<file path="config.mk">
export PLATFORM = sky130hd
export DESIGN_NAME = ghost_mode_sched
export DESIGN_NICKNAME = d
export VERILOG_FILES = /design/src/rtl/ghost_mode_sched.sv
export SDC_FILE = /design/constraint.sdc
export NUM_CORES = 1
export LEC_CHECK = 0
export CAP_MARGIN = 20
export CORE_MARGIN = 1
export CORE_UTILIZATION = 45
export DETAILED_ROUTE_END_ITERATION = 6
export SETUP_SLACK_MARGIN = 0.4
export SLEW_MARGIN = 40
export SYNTH_ARGS = -nofsm -noshare
export SYNTH_HDL_FRONTEND = slang
export SYNTH_SLANG_ARGS = --single-unit
</file>
<file path="constraint.sdc">
create_clock -name clk -period 4.4 [get_ports clk]
set_input_delay 1.1 -clock clk [delete_from_list [all_inputs] [get_ports clk]]
set_output_delay 1.1 -clock clk [all_outputs]
set_load 0.01 [all_outputs]
</file>
<file path="src/rtl/ghost_mode_sched.sv">
// ghost_mode_sched: scatter/chase/frightened mode scheduler for the ghost AI.
//   clk          : system clock
//   reset_n      : asynchronous active-low reset
//   tick         : one-cycle 60 Hz movement strobe
//   game_start   : one-cycle pulse, (re)starts the schedule from phase 0
//   power_pellet : one-cycle pulse, energizer eaten
//   isScatter    : ghosts target their corners
//   isChase      : ghosts target their chase tiles
//   isFrightened : frightened mode
//   reverse      : one-cycle pulse, all ghosts reverse direction
//   phase        : current schedule phase 0..7 (7 = endless chase)
//   releaseFlags : sticky per-ghost house-release flags
module ghost_mode_sched #(
   parameter int SCAT_LONG  = 420,
   parameter int SCAT_SHORT = 300,
   parameter int CHASE_LEN  = 1200,
   parameter int FRIGHT_LEN = 360,
   parameter int REL1       = 60,
   parameter int REL2       = 240,
   parameter int REL3       = 300
) (
   input  logic       clk,
   input  logic       reset_n,
   input  logic       tick,
   input  logic       game_start,
   input  logic       power_pellet,
   output logic       isScatter,
   output logic       isChase,
   output logic       isFrightened,
   output logic       reverse,
   output logic [2:0] phase,
   output logic [3:0] releaseFlags
);
   typedef enum logic [1:0] {IDLE, RUN, FRIGHT} stateType;

   localparam logic [10:0] LONG_LEN  = 11'(SCAT_LONG);
   localparam logic [10:0] SHORT_LEN = 11'(SCAT_SHORT);
   localparam logic [10:0] CHASE_L   = 11'(CHASE_LEN);
   localparam logic [8:0]  FRIGHT_L  = 9'(FRIGHT_LEN);
   localparam logic [8:0]  R1        = 9'(REL1);
   localparam logic [8:0]  R2        = 9'(REL2);
   localparam logic [8:0]  R3        = 9'(REL3);

   stateType    state;
   logic [10:0] phaseTimer;
   logic [8:0]  frightTimer;
   logic [8:0]  relCnt;
   logic [10:0] phaseLen;
   logic [10:0] phaseInc;
   logic [8:0]  relNext;
   logic [3:0]  relSet;
   logic        lastPhase;

   always_comb begin
      phaseLen  = phase[0] ? CHASE_L : (phase < 3'd4 ? LONG_LEN : SHORT_LEN);
      phaseInc  = phaseTimer + 11'd1;
      lastPhase = phase == 3'd7;
      relNext   = (relCnt == 9'd511) ? relCnt : relCnt + 9'd1;
      relSet    = {relNext >= R3, relNext >= R2, relNext >= R1, 1'b0};
   end

   always_ff @(posedge clk or negedge reset_n)
      if (!reset_n) begin
         state        <= IDLE;
         phase        <= 3'd0;
         phaseTimer   <= 11'd0;
         frightTimer  <= 9'd0;
         relCnt       <= 9'd0;
         releaseFlags <= 4'b0000;
         reverse      <= 1'b0;
         isScatter    <= 1'b0;
         isChase      <= 1'b0;
         isFrightened <= 1'b0;
      end else begin
         reverse <= 1'b0;
         if (game_start) begin
            state        <= RUN;
            phase        <= 3'd0;
            phaseTimer   <= 11'd0;
            frightTimer  <= 9'd0;
            relCnt       <= 9'd0;
            releaseFlags <= 4'b0001;
            isScatter    <= 1'b1;
            isChase      <= 1'b0;
            isFrightened <= 1'b0;
         end else begin
            // release counting keeps running while frightened
            if (state != IDLE && tick) begin
               relCnt       <= relNext;
               releaseFlags <= releaseFlags | relSet;
            end
            case (state)
               RUN:
                  // a pellet swallows any coincident phase advance; its own reverse is the only one
                  if (power_pellet) begin
                     state        <= FRIGHT;
                     frightTimer  <= FRIGHT_L;
                     reverse      <= 1'b1;
                     isScatter    <= 1'b0;
                     isChase      <= 1'b0;
                     isFrightened <= 1'b1;
                  end else if (tick && !lastPhase) begin
                     if (phaseInc == phaseLen) begin
                        // next phase has the opposite parity of the current one
                        phaseTimer <= 11'd0;
                        phase      <= phase + 3'd1;
                        reverse    <= 1'b1;
                        isScatter  <= phase[0];
                        isChase    <= ~phase[0];
                     end else
                        phaseTimer <= phaseInc;
                  end
               FRIGHT:
                  if (power_pellet)
                     frightTimer <= FRIGHT_L;
                  else if (tick) begin
                     frightTimer <= frightTimer - 9'd1;
                     if (frightTimer == 9'd1) begin
                        state        <= RUN;
                        isFrightened <= 1'b0;
                        isScatter    <= ~phase[0];
                        isChase      <= phase[0];
                     end
                  end
               default: ;
            endcase
         end
      end
endmodule

</file>
**Yosys cells after proc, flatten, opt, wreduce, memory -nomap -nowiden**

Index checks and enable logic that the tools add are counted.

- Bits in registers: 42
- Output and inout port bits: 11
- Logic and storage cells: 103

- Reductions and logical operators: 14
- Muxes and demuxes: 55
- Order comparisons: 4
- $add $sub $neg: 4
- Bitwise operators: 2
- Equality and inequality tests: 14

Operators with widths:

| cell | number |
|---|---|
| 2-to-1 mux 11 bit | 6 |
| 2-to-1 mux 9 bit | 7 |
| 2-to-1 mux 1 bit | 24 |
| one-hot mux 9 bit (2 select lines) | 1 |
| 2-to-1 mux 3 bit | 5 |
| != test 3 bit (second input constant) | 4 |
| != test 4 bit (second input constant) | 3 |
| adder 11 x 1 -> 11 bit (second input constant) | 1 |
| equality test 11 bit | 1 |
| 2-to-1 mux 2 bit | 5 |
| nonzero test 2 bit | 5 |
| adder 9 x 1 -> 9 bit (second input constant) | 1 |
| equality test 9 x 1 -> 1 bit (second input constant) | 1 |
| equality test 9 bit (second input constant) | 1 |
| greater-or-equal comparator 9 x 6 -> 1 bit (second input constant) | 1 |
| greater-or-equal comparator 9 x 8 -> 1 bit (second input constant) | 1 |
| greater-or-equal comparator 9 bit (second input constant) | 1 |
| subtractor 9 x 1 -> 9 bit (second input constant) | 1 |
| 2-to-1 mux 4 bit | 2 |
| 2-to-1 mux 8 bit | 1 |
| one-hot mux 1 bit (2 select lines) | 3 |
| AND reduction 3 bit | 2 |
| AND reduction 6 bit | 1 |
| AND reduction 5 bit | 1 |
| 13 further kinds | 14 |

**Depth between registers and ports, before layout**

- Word-level depth: 9
- Gate-level depth with buffers: 10

**Worst setup path after synthesis**

No wires, ideal clock.

- Path type: in2reg
- From: in power_pellet
- To: reg phaseTimer[2]
- Setup slack: 1.864 ns
- Required time: 4.305 ns
- Stages: 6
- Data arrival time: 2.441 ns
- Path through: clkbuf_1 > nor3_1 > and2_1 > clkbuf_1 > nand2_1 > o31ai_1

- Word-level cells in the longest chain between the ends: 2

RTL lines:

| item | line | RTL |
|---|---|---|
| from (decl) | 26 | `input logic power_pellet,` |
| != test 2 bit (no line) | - |  |
| AND reduction 3 bit (no line) | - |  |
| to (signal assigned) | 111 | `phaseTimer <= phaseInc;` |
| to (decl) | 45 | `logic [10:0] phaseTimer;` |

No other way between the ends.
A chain may end at the register's enable or synchronous reset.

**Final worst setup path**

- From: reg phaseTimer[0]
- To: reg phase[0]

- Word-level cells in the longest chain between the ends: 4

RTL lines:

| item | line | RTL |
|---|---|---|
| adder 11 x 1 -> 11 bit | 56 | `phaseInc = phaseTimer + 11'd1;` |
| equality test 11 bit | 103 | `if (phaseInc == phaseLen) begin` |
| nonzero test 2 bit (no line) | - |  |
| AND reduction 4 bit (no line) | - |  |
| to (signal assigned) | 106 | `phase <= phase + 3'd1;` |
| to (decl) | 31 | `output logic [2:0] phase,` |

No other way between the ends.

==> impl_metrics.csv <==
group,metric,value,unit
yosys,synthArstFlopShare,1.000,
clocking,cts_hold_buffers,0,
timing,period_minus_slack,2.965,ns
timing,fin_skew,0.01274,ns
yosys,synth_edf_count,0,
timing,slew_headroom,0.5385,
grt,gr-total-overflow,0,
clocking,cts_buffers,5,
timing,finalSetupTns,0,ns
floorplan,core_area,0.005540,mm²
clocking,clockRootBuffer,"clkbuf_8",
routing,vias,2217,
min_path,holdCritPathClass,"reg -> reg",
routing,ant_nets,0,
grt,grt_pass1_vias,2010,
yosys,yosysUniqueCellTypes,59,
placed_design,dp_hpwl,3884,µm
clocking,worstSkewPairLatency,0.30,ns
yosys,syn_nets,309,
setup_path,end_kind,"flop",
layout,final_cell_mix,"dfrtp_1, nor2_1, nand2_1",
flow_run,cap_viol_max_count,0,
floorplan,die_w,78.03,µm
layout,layout.nets,314,
timing,fin_crit_sh,0.6738,
yosys,yosys_warnings,0,
timing,slew_viol_final,0,
yosys,syn-instance-count,298,
yosys,synth_flop_cell,"dfrtp_1",
layout,n_antenna_cell,0,
routing,wl_per_cell,15.04,µm
grt,grt_use_total,0.2022,
yosys,ys_seq_area_frac,0.3944,
routing,dr.pass1.iters,4,
routing,first_iter_violations,188,
power_and_ir_drop,peakVddDrop,0.0001805,V
clocking,cts_resized,0,
timing,fmax,337.3,MHz
yosys,avgSynthCellArea,8.729,µm²
setup_path,criticalPathCategory,"reg -> reg",
setup_path,cp-start-kind,"flop",
yosys,netlist_area,0.002601,mm²
setup_path,arrival,3.14,ns
grt,grt_max_degree,42,
timing,rsz0062_at_grt,"false",
layout,final_common_cell,"dfrtp_1",
layout,design_area,0.002883,mm²
routing,post-route-drc-count,0,
timing,hold_violations,0,
layout,areaGrowthSynthToFinish,10.82,%
placed_design,placed_area,0.002766,mm²
outcome,outcome,"finished clean",
yosys,synth_seq_cells,41,
floorplan,io_pins,16,
floorplan,rows,27,
grt,antenna_found_initial,0,
layout,drive_gt1_frac,0.07237,
timing,hold_slack,0.4731,ns
placed_design,place.gp.congestion,0.7929,
clocking,cts.sinks,41,
setup_path,crit_required,4.58,ns
routing,via_per_inst,5.896,
clocking,cts_setup_buffers,0,
placed_design,port_buffers,15,
setup_path,crit_path_max_fanout,11,
timing,fin_ws,1.435,ns
timing,setup_viol,0,
clocking,clock_path_buffers,2,
timing,tightest_slew,0.6897,ns
floorplan,die_h,78.03,µm
clocking,cts_tree,"built",
clocking,htreeDepth,2,
routing,routed_wl,5654,µm
power_and_ir_drop,leakagePower,1.152,nW
power_and_ir_drop,powerDensity,289.9,mW/mm²
grt,grt_pass1_wl,9680,µm
placed_design,dp_slack,1.161,ns
floorplan,fp.dieArea,0.006089,mm²
floorplan,start_util,0.4695,
clocking,path_clk_slew,0.08,ns
## kinds of logic after synthesis
kind of cell               share of synthesized area
and+or+nand+nor                               0.2487
AOI/OAI and AO/OA                             0.2049
DFF                                           0.3944
buffers and inverters                        0.05098
xor gates and xnor gates                     0.04377
muxes                                        0.02838
adders and majority gates                    0.02886
## metrics by stage
step                        util  instances  total power [mW]
after detailed placement  0.4993        368            0.5202
final                     0.5203        376            0.8358
after global placement    0.4989        368            0.5189
after global routing      0.5203        376            0.8739
after floorplan                -        298            0.4799
after CTS                 0.5203        376            0.8447
## per-layer routing
layer | vias to the layer above | global-route usage | wire length, µm
met1 | 1083 | 0.2857 | 2913
met2 | 43 | 0.3177 | 2498
met4 | 0 | 0.05926 | 60
li1 | 1084 | - | -
met3 | 7 | 0.03488 | 182
met5 | - | 0 | 0
## final timing paths
check	start	end	slack, ns	cells after the start
max reg2reg	phaseTimer[0]$_DFFE_PN0P_	phase[0]$_DFFE_PN0P_	1.44	8
min reg2reg	releaseFlags[0]$_DFFE_PN0P_	releaseFlags[0]$_DFFE_PN0P_	0.47	1
max	phaseTimer[0]$_DFFE_PN0P_	phase[0]$_DFFE_PN0P_	1.44	8
max in group asynchronous	reset_n	relCnt[1]$_DFFE_PN0N_	3.25	1
min in group asynchronous	reset_n	phaseTimer[5]$_DFFE_PN0P_	0.78	1
min	releaseFlags[0]$_DFFE_PN0P_	releaseFlags[0]$_DFFE_PN0P_	0.47	1
## registers in the layout, indices dropped and copies added, names as in the netlist
name	flops
releaseFlags	4
isScatter	1
state	1
phase	3
isChase	1
isFrightened	1
reverse	1
phaseTimer	11
frightTimer	9
relCnt	9
## cells in the mapped netlist (5+ instances only)
master,number,area share
nand3_1,13,0.025
nor2_1,34,0.049
and3_1,5,0.012
dfrtp_1,41,0.39
a21oi_1,19,0.037
xor2_1,7,0.024
a31oi_1,6,0.014
o21ai_0,16,0.031
xnor2_1,6,0.020
nand4_1,5,0.012
inv_1,8,0.012
a311oi_1,5,0.017
clkbuf_1,14,0.020
nor3_1,13,0.025
ha_1,6,0.029
nand2_1,24,0.035
nand2b_1,8,0.019
## final cells by class
| type | instances | area, µm² |
|---|---|---|
| timing repair buffer | 19 | 177.7 |
| clock buffer | 7 | 86.33 |
| tap | 72 | 90.09 |
| sequential | 41 | 1026 |
| clock inverter | 1 | 30.03 |
| fill | 552 | 2658 |
| inverter | 8 | 30.03 |
| multi-input combinational | 228 | 1443 |
## critical path, cell delays in order (launching register included)
cell and delay [ns]:
dfrtp_1 0.45, ha_1 0.29, nand3_4 0.13, or4_1 0.52
and2_4 0.19, o32ai_4 0.28, nand3_2 0.29, and2b_2 0.36
mux2_2 0.34
## power by group
group	internal, mW	total, mW	leakage, nW	switching [mW]
clock network	0.185	0.324	0.0585	0.138
registers	0.392	0.409	0.547	0.0167
logic	0.0440	0.103	0.547	0.0594
No activity file was read; power rests on OpenSTA's default activity.
